File: src/rtl/tick_bcd_timer_if.sv
// Control and data bundle between the tick-driven BCD timer and its driver/display side.
// The master drives the controls and load value; the slave (the timer) returns digits and event pulses.
interface tick_bcd_timer_if;
    logic        tick_in;
    logic        en;
    logic        up;
    logic        clr;
    logic        load;
    logic [15:0] load_val;
    logic [15:0] digits;
    logic        wrap;
    logic        load_err;
    logic        tick_seen;

    modport master (
        output tick_in, en, up, clr, load, load_val,
        input  digits, wrap, load_err, tick_seen
    );

    modport slave (
        input  tick_in, en, up, clr, load, load_val,
        output digits, wrap, load_err, tick_seen
    );
endinterface

File: src/rtl/tick_bcd_timer.sv
// MM:SS BCD timer advanced by rising edges of a divided clock that is resynchronised into I_CLK.
// Priority each cycle is clr, then load, then count; edges coincident with clr/load are dropped.
module tick_bcd_timer #(
    parameter int SYNC_STAGES  = 2,
    parameter int MAX_MIN_TENS = 5
) (
    input  logic            I_CLK,
    input  logic            rst,
    tick_bcd_timer_if.slave bus
);

    localparam logic [3:0] MT_MAX = 4'(MAX_MIN_TENS);

    logic [SYNC_STAGES-1:0] sync_q;
    logic                   edge_q;
    logic                   sync_out;
    logic                   tick_edge;

    logic [3:0] sec_u, sec_t, min_u, min_t;
    logic       wrap_q, load_err_q, tick_seen_q;

    logic [3:0] nxt_su, nxt_st, nxt_mu, nxt_mt;
    logic       nxt_wrap;
    logic       su_max, st_max, mu_max, mt_max;
    logic       su_min, st_min, mu_min, mt_min;
    logic       load_ok;

    assign sync_out  = sync_q[SYNC_STAGES-1];
    assign tick_edge = sync_out & ~edge_q;

    // Registers clear to 0, so a tick_in already high at reset release yields one edge.
    always_ff @(posedge I_CLK or negedge rst) begin
        if (!rst) begin
            sync_q <= '0;
            edge_q <= 1'b0;
        end else begin
            sync_q <= {sync_q[SYNC_STAGES-2:0], bus.tick_in};
            edge_q <= sync_out;
        end
    end

    assign su_max = (sec_u == 4'd9);
    assign st_max = (sec_t == 4'd5);
    assign mu_max = (min_u == 4'd9);
    assign mt_max = (min_t == MT_MAX);
    assign su_min = (sec_u == 4'd0);
    assign st_min = (sec_t == 4'd0);
    assign mu_min = (min_u == 4'd0);
    assign mt_min = (min_t == 4'd0);

    assign load_ok = (bus.load_val[3:0]   <= 4'd9) &&
                     (bus.load_val[7:4]   <= 4'd5) &&
                     (bus.load_val[11:8]  <= 4'd9) &&
                     (bus.load_val[15:12] <= MT_MAX);

    always_comb begin
        nxt_su   = sec_u;
        nxt_st   = sec_t;
        nxt_mu   = min_u;
        nxt_mt   = min_t;
        nxt_wrap = 1'b0;
        if (bus.up) begin
            nxt_su = su_max ? 4'd0 : sec_u + 4'd1;
            if (su_max) begin
                nxt_st = st_max ? 4'd0 : sec_t + 4'd1;
                if (st_max) begin
                    nxt_mu = mu_max ? 4'd0 : min_u + 4'd1;
                    if (mu_max) begin
                        nxt_mt   = mt_max ? 4'd0 : min_t + 4'd1;
                        nxt_wrap = mt_max;
                    end
                end
            end
        end else begin
            // Borrow chain mirrors the carry chain; 00:00 rolls back to the top value.
            nxt_su = su_min ? 4'd9 : sec_u - 4'd1;
            if (su_min) begin
                nxt_st = st_min ? 4'd5 : sec_t - 4'd1;
                if (st_min) begin
                    nxt_mu = mu_min ? 4'd9 : min_u - 4'd1;
                    if (mu_min) begin
                        nxt_mt   = mt_min ? MT_MAX : min_t - 4'd1;
                        nxt_wrap = mt_min;
                    end
                end
            end
        end
    end

    always_ff @(posedge I_CLK or negedge rst) begin
        if (!rst) begin
            sec_u       <= 4'd0;
            sec_t       <= 4'd0;
            min_u       <= 4'd0;
            min_t       <= 4'd0;
            wrap_q      <= 1'b0;
            load_err_q  <= 1'b0;
            tick_seen_q <= 1'b0;
        end else begin
            wrap_q      <= 1'b0;
            load_err_q  <= 1'b0;
            tick_seen_q <= tick_edge;
            if (bus.clr) begin
                sec_u <= 4'd0;
                sec_t <= 4'd0;
                min_u <= 4'd0;
                min_t <= 4'd0;
            end else if (bus.load) begin
                if (load_ok) begin
                    sec_u <= bus.load_val[3:0];
                    sec_t <= bus.load_val[7:4];
                    min_u <= bus.load_val[11:8];
                    min_t <= bus.load_val[15:12];
                end else begin
                    load_err_q <= 1'b1;
                end
            end else if (bus.en && tick_edge) begin
                sec_u  <= nxt_su;
                sec_t  <= nxt_st;
                min_u  <= nxt_mu;
                min_t  <= nxt_mt;
                wrap_q <= nxt_wrap;
            end
        end
    end

    assign bus.digits    = {min_t, min_u, sec_t, sec_u};
    assign bus.wrap      = wrap_q;
    assign bus.load_err  = load_err_q;
    assign bus.tick_seen = tick_seen_q;

endmodule
File: src/flat_wrapper.sv
// flat-port wrapper written by rule: the top's interface ports become plain ports
module tick_bcd_timer_flat 
#(
    parameter int SYNC_STAGES  = 2,
    parameter int MAX_MIN_TENS = 5
)
  (I_CLK, rst, bus_tick_in, bus_en, bus_up, bus_clr, bus_load, bus_load_val, bus_digits, bus_wrap, bus_load_err, bus_tick_seen);
  tick_bcd_timer_if bus_i ();
  input  logic I_CLK;
  input  logic rst;
  input wire logic [$bits(bus_i.tick_in)-1:0] bus_tick_in;
  input wire logic [$bits(bus_i.en)-1:0] bus_en;
  input wire logic [$bits(bus_i.up)-1:0] bus_up;
  input wire logic [$bits(bus_i.clr)-1:0] bus_clr;
  input wire logic [$bits(bus_i.load)-1:0] bus_load;
  input wire logic [$bits(bus_i.load_val)-1:0] bus_load_val;
  output wire logic [$bits(bus_i.digits)-1:0] bus_digits;
  output wire logic [$bits(bus_i.wrap)-1:0] bus_wrap;
  output wire logic [$bits(bus_i.load_err)-1:0] bus_load_err;
  output wire logic [$bits(bus_i.tick_seen)-1:0] bus_tick_seen;
  assign bus_i.tick_in = bus_tick_in;
  assign bus_i.en = bus_en;
  assign bus_i.up = bus_up;
  assign bus_i.clr = bus_clr;
  assign bus_i.load = bus_load;
  assign bus_i.load_val = bus_load_val;
  assign bus_digits = bus_i.digits;
  assign bus_wrap = bus_i.wrap;
  assign bus_load_err = bus_i.load_err;
  assign bus_tick_seen = bus_i.tick_seen;
  tick_bcd_timer #(.SYNC_STAGES(SYNC_STAGES), .MAX_MIN_TENS(MAX_MIN_TENS)) u_core (.I_CLK(I_CLK), .rst(rst), .bus(bus_i));
endmodule
File: config.mk
export PLATFORM = sky130hd
export DESIGN_NAME = tick_bcd_timer_flat
export DESIGN_NICKNAME = d
export VERILOG_FILES = /design/src/rtl/tick_bcd_timer_if.sv /design/src/rtl/tick_bcd_timer.sv /design/src/flat_wrapper.sv
export SDC_FILE = /design/constraint.sdc
export NUM_CORES = 1
export LEC_CHECK = 0
export ABC_AREA = 1
export CAP_MARGIN = 0
export CELL_PAD_IN_SITES_DETAIL_PLACEMENT = 1
export CELL_PAD_IN_SITES_GLOBAL_PLACEMENT = 1
export CORE_MARGIN = 8
export CORE_UTILIZATION = 37
export CTS_BUF_LIST = sky130_fd_sc_hd__clkbuf_4 sky130_fd_sc_hd__clkbuf_8
export DETAILED_ROUTE_END_ITERATION = 8
export GPL_TIMING_DRIVEN = 0
export PLACE_DENSITY_LB_ADDON = 0.2
export SKIP_CTS_REPAIR_TIMING = 1
export SLEW_MARGIN = 20
export SYNTH_ARGS = -nofsm -noshare
export SYNTH_HDL_FRONTEND = slang
export SYNTH_SLANG_ARGS = --single-unit
File: constraint.sdc
create_clock -name I_CLK -period 2.1 [get_ports I_CLK]
set_input_delay 0.315 -clock I_CLK [delete_from_list [all_inputs] [get_ports I_CLK]]
set_output_delay 0.315 -clock I_CLK [all_outputs]
set_load 0.05 [all_outputs]
* After elaboration in Yosys (flattened, before gate mapping) *
Cells that the tools add are included.

storage, ports and cells
  register bits after elaboration = 22
  bits in latches = 0
  RAM bits = 0
  ROM bits = 0
  input port bits = 23
  logic and storage cells = 100
  memories kept = 0

operators by class
  $add $sub $neg = 8
  multipliers = 0
  divide/modulo/power cells = 0
  order comparisons = 4
  eq/ne operators = 8
  shift operators = 0
  mux-type cells = 53
  bitwise gates (word level) = 2
  reduce and logical (&&, ||, !) cells = 16

operator list
  kind                 number
  $mux 4               40
  $add 4x1->4 const B  4
  $logic_not 4->1      4
  $sub 4x1->4 const B  4
  $mux 1               13
  $ne 4x1->1 const B   3
  $reduce_bool 4->1    3
  $eq 4x3->1 const B   2
  $eq 4x4->1 const B   2
  $le 4x3->1 const B   2
  $le 4x4->1 const B   2
  $reduce_and 8->1     1
  $reduce_and 6->1     1
  $logic_and 1x1->1    4
  $reduce_and 4->1     1
  $ne 3x2->1 const B   1
  $reduce_bool 3->1    1
  $reduce_and 2->1     1
  $and 1x1->1          1
  $not 1->1            1

* Longest topological paths before layout *
Gate-level depths: netlist (run 1).

  word-level depth = 9
  gate-level depth with buffers = 11
  mapped depth without buffers = 11

* Least setup slack after synthesis (run 1) *
OpenSTA, ideal clock, no wires.

  path kind = register -> register
  start point = reg u_core.sec_u[1]
  end point = reg u_core.min_t[0]
  arrival time = 1705 ps
  required time = 1982 ps
  setup slack = 277 ps
  cell stages (with the launch flop) = 12
  path buffers = 0
  clock period less this slack = 1823 ps
  cells stage by stage = dfrtp_1 -> inv_1 -> ha_1 -> nand3_2 -> nand2_1 -> nand2_1 -> nand2_2 -> nand2_4 -> nor2_8 -> nand2_4 -> nand2_1 -> nand2_1

on the way
  cells in the longest elaborated chain, start to end = 3
  elaborated cells on any way between the ends = 5
  classes of those cells = eq/ne (2); reduce/logical (3)

RTL lines
  element                                                           line                                        text
  from (decl)                                                       tick_bcd_timer.sv:19                        logic [3:0] sec_u, sec_t, min_u, min_t;
  from (signal assigned)                                            tick_bcd_timer.sv:110                       sec_u <= bus.load_val[3:0];
  from (signal assigned)                                            tick_bcd_timer.sv:118                       sec_u <= nxt_su;
  $eq 4x4->1 / $logic_not 4->1 (equally long branches)              tick_bcd_timer.sv:42, tick_bcd_timer.sv:46
  $ne 4x1->1 (no line) / $reduce_bool 4->1 (equally long branches)  --
  $reduce_and 8->1 (no line) *                                      --
  to (signal assigned)                                              tick_bcd_timer.sv:113                       min_t <= bus.load_val[15:12];
  to (signal assigned)                                              tick_bcd_timer.sv:121                       min_t <= nxt_mt;
  to (decl)                                                         tick_bcd_timer.sv:19

Every way passes the cells marked *; elsewhere a longest branch is shown, timed or not.
A chain may end at the register's enable or synchronous reset.

* Final worst setup path (run 1) *
  start point = reg u_core.min_u[2]
  end point = out bus_digits[10]

RTL lines
  element                 line                   text
  from (decl)             tick_bcd_timer.sv:19
  from (signal assigned)  tick_bcd_timer.sv:112  min_u <= bus.load_val[11:8];
  from (signal assigned)  tick_bcd_timer.sv:120  min_u <= nxt_mu;
  to (decl)               flat_wrapper.sv:17     output wire logic [$bits(bus_i.digits)-1:0] bus_digits;

No word-level cell between the ends.

==> impl.org, run 1 <==
** Setup path
- The critical path in this run is classified as reg2out.
- Critical-path cell with the highest stage delay :: sky130_fd_sc_hd__clkdlybuf4s50_1
- On the worst path, the slowest cell contributes a delay of 0.86 ns.
- The worst register-to-register path ends at u_core.min_t[2]$_DFFE_PN0P_.
- Among cell families on the critical path, the largest total delay comes from buffers and inverters.
- Cell Chain, Critical Path :: clkdlybuf4s50_1
- The number of buffers and inverters on the critical path is 1.
- Critical path endpoint category :: output port
- The critical path starts at u_core.min_u[2]$_DFFE_PN0P_.
- Data on the critical path arrives at its endpoint at 1.65 ns.
- R2R setup slack :: 0.28 ns
- Of all nets on the critical path, the largest fanout is 7.
- The number of cells on the worst reg-to-reg path is 11.
- STA classifies the critical path startpoint as a register.
- The worst register-to-register path begins at u_core.sec_u[1]$_DFFE_PN0P_.
- Critical path required time :: 1.78 ns

** STA
- Counting I/O delays and the setup requirement, the final critical path takes 1.97 ns.
- The number of max-slew violations in the final report came to 0.
- The clock arrives with 0.00208 ns of skew.
- Summed over all failing endpoints, the final setup total negative slack is 0 ns.
- Peak Freq :: 509 MHz
- In the finished design, the share of the clock period the worst path needs comes to 93.6%.
- Final hold violation count :: 0
- At the pin with the least slew margin, the transition time is 0.534 ns.
- Setup violations remaining at the end of the flow were counted as 0.
- Unrepaired setup endpoints after global routing :: no
- Worst rel slew slack :: 64.4%

** Drt
- For this run, design rule violations remaining after detail routing come to 0.
- Summed over all layers, the routed wires come to 5380 um.
- Number of vias after detailed routing :: 1818
- In the routed layout, each cell is associated on average with a via count of 4.90.
- The first routing iteration left 44 violations.
- The pre-antenna-repair detailed-routing pass consisted of 4 iterations.
- Avg WL per Cell :: 14.5 um
- Once detail routing completed, the nets flagged for antenna violations numbered 0.

** Pwr
- Power density relative to cell area :: 840 nW/um2
- P_leak :: 1.15 nW
- IR analysis of the VDD net gives a maximum drop of 0.406 mV.
- Tot Pwr :: 2.02 mW

** Finish
- After the flow finishes, the layout carries non-filler instances totaling 371.
- Filler Cells Inserted :: 647
- Layout net count :: 341
- Relative to the synthesized area, the layout overhead comes to 30.3%.
- Of the cells placed in the final design, the portion with a size suffix greater than 1 is 11.8%.
- 0 antenna diodes ended up in the layout.
- Cells fill 50.3% of the core in the end.

** Run
- Across the run, the number of max-cap violations was 0.

** Synth
- Synthesis produced a netlist with a net count of 295.
- Syn Inst Count :: 259
- Part of the Yosys area used for sequential elements :: 29.8%
- After synthesis, the netlist uses 31 different library cells.
- Counting flops and latches in the post-synthesis netlist gives 22.
- During synthesis, Yosys emitted a total of 0 warnings.
- Combined area of all synthesized cells :: 1850 um2
- Syn_area_per_cell :: 7.14 um2

** Placement
- Number of buffers inserted by port buffering :: 41
- Post-DP HPWL :: 4280 um
- Routability cong. :: 0.831
- Once placement completed, the tool counted placed cells totaling 367.

** Global route
- Largest net degree at the start of global routing :: 23
- Antenna violations before repair :: 0
- Global routing used 15.2% of the available tracks across all layers.
- Wire length of the first global-routing pass :: 9230 um
- The number of global-route vias before repair is 1939.
- Summed over all layers, the global routing overflow is 0.

** Floorplanning
- Row generation in the floorplan step produced 25 rows.
- The die is 86.7 um wide.
- Core region area :: 4790 um2
- Top Ports :: 42
- In this run the vertical extent of the chip is 86.7 um.
- The die covers 7510 um2.
- Effective utilization at floorplan :: 38.6%

** Clock tree
- Inserted Clock Buffers :: 3
- H-tree depth :: 1
- CTS tree :: yes
- Clock-pin slew was measured on the worst setup and hold paths at 0.09 ns.
- Clock tree synthesis found a total of 22 sinks.
- Maximum clock insertion buffer count :: 2
- The root buffer cell chosen for the clock tree is sky130_fd_sc_hd__clkbuf_8.
- Clock Latency Late Sink :: 0.27 ns

** Run status
- Status :: completed

** Hold path
- The worst hold path belongs to the class in2async.
[metrics by stage]
step	hold slack, ns	instance area (um2)	setup WS, ns
5_1_grt	0.0445	2410	0.0757
3_3_place_gp	0.334	2340	0.0869
3_5_place_dp	0.343	2340	0.0840
4_1_cts	0.365	2410	0.113
2_1_floorplan	0.0194	1850	0.277
6_report	0.0121	2410	0.134
[routing by layer]
layer	vias to the layer above	routed length [um]	global-route usage, %
met5	-	0	0
met4	0	32	2.82
met3	4	154	2.36
met2	25	2690	26.9
met1	867	2500	18.9
li1	922	-	-
[synth_stat cells (all sizes together)]
cell type | n | share of area [%]
nor2 | 18 | 5.1
ha | 13 | 8.8
clkbuf | 1 | 0.27
o21ai | 29 | 7.9
nand4 | 2 | 1.5
o21bai | 1 | 0.61
nor4 | 2 | 0.68
o211ai | 1 | 0.41
buf | 4 | 1.8
nand2 | 83 | 19
o22ai | 3 | 1.0
nand3 | 20 | 6.2
nor3 | 2 | 1.4
xnor2 | 6 | 2.8
xor2 | 3 | 1.4
dfrtp | 22 | 30
o21a | 1 | 0.41
inv | 34 | 6.9
a21oi | 14 | 3.8
[final cells by class]
| cell class | count | area [um2] | share of cell area, % |
|---|---|---|---|
| clock buffers | 3 | 41.3 | 1.71 |
| plain buffers | 5 | 38.8 | 1.61 |
| clock inverters | 1 | 30.0 | 1.25 |
| multi-input cells | 198 | 1130 | 47.0 |
| repair buffers | 41 | 405 | 16.8 |
| well taps | 67 | 83.8 | 3.48 |
| inverters | 34 | 128 | 5.30 |
| flip-flops and latches | 22 | 551 | 22.9 |
[kinds of logic (layout without fill, tap and decap cells)]
kind of cell | Yosys count | count (layout) | share of synthesized area, %
AOI/OAI and AO/OA | 49 | 49 | 14.1
xor gates and xnor gates | 9 | 9 | 4.27
adders and majority gates | 13 | 13 | 8.80
buffers and inverters | 39 | 84 | 9.00
DFF | 22 | 22 | 29.8
and+or+nand+nor | 127 | 127 | 34.1
[flip-flops by register name (all words and copies together) (netlist names)]
name                  cells
u_core.min_u              4
u_core.bus.load_err       1
u_core.edge_q             1
u_core.bus.wrap           1
u_core.sec_t              4
u_core.min_t              4
u_core.sync_q             2
u_core.sec_u              4
u_core.bus.tick_seen      1
[worst max path at each step]
stage	cells after the start	end
after floorplan	11	u_core.min_t[0]$_DFFE_PN0P_
after global placement	8	u_core.min_t[2]$_DFFE_PN0P_
after detailed placement	8	u_core.min_t[1]$_DFFE_PN0P_
after CTS	1	bus_digits[10]
after global routing	1	bus_digits[10]
final	1	bus_digits[10]
[cell usage in the layout (no fill, tap or decap), types with 2 or more instances in the layout]
master and instances:
sky130_fd_sc_hd__a21oi_1 14, sky130_fd_sc_hd__buf_6 2, sky130_fd_sc_hd__clkbuf_8 3, sky130_fd_sc_hd__clkdlybuf4s50_1 40, sky130_fd_sc_hd__dfrtp_1 22, sky130_fd_sc_hd__ha_1 13
sky130_fd_sc_hd__inv_1 26, sky130_fd_sc_hd__inv_2 8, sky130_fd_sc_hd__nand2_1 74, sky130_fd_sc_hd__nand2_2 5, sky130_fd_sc_hd__nand2_4 4, sky130_fd_sc_hd__nand3_1 17
sky130_fd_sc_hd__nand3_2 3, sky130_fd_sc_hd__nor2_1 15, sky130_fd_sc_hd__nor4_1 2, sky130_fd_sc_hd__o21ai_0 22, sky130_fd_sc_hd__o21ai_1 7, sky130_fd_sc_hd__o22ai_1 3
sky130_fd_sc_hd__xnor2_1 6, sky130_fd_sc_hd__xor2_1 3
[power breakdown]
part	switching (mW)	internal (mW)	total (mW)
Combinational	0.658	0.371	1.03
Sequential	0.0929	0.489	0.581
Clock	0.159	0.255	0.414
(Power assumes the default switching activity.)
==> run 2, diff against run 1 <==
--- a/config.mk
+++ b/config.mk
@@ -6,7 +6,7 @@
 export NUM_CORES = 1
 export LEC_CHECK = 0
 export ABC_AREA = 1
-export CAP_MARGIN = 0
+export CAP_MARGIN = 20
 export CELL_PAD_IN_SITES_DETAIL_PLACEMENT = 1
 export CELL_PAD_IN_SITES_GLOBAL_PLACEMENT = 1
 export CORE_MARGIN = 8
==> results of run 2 <==
No change in the layout: final DEF, timing and power equal those of run 1.
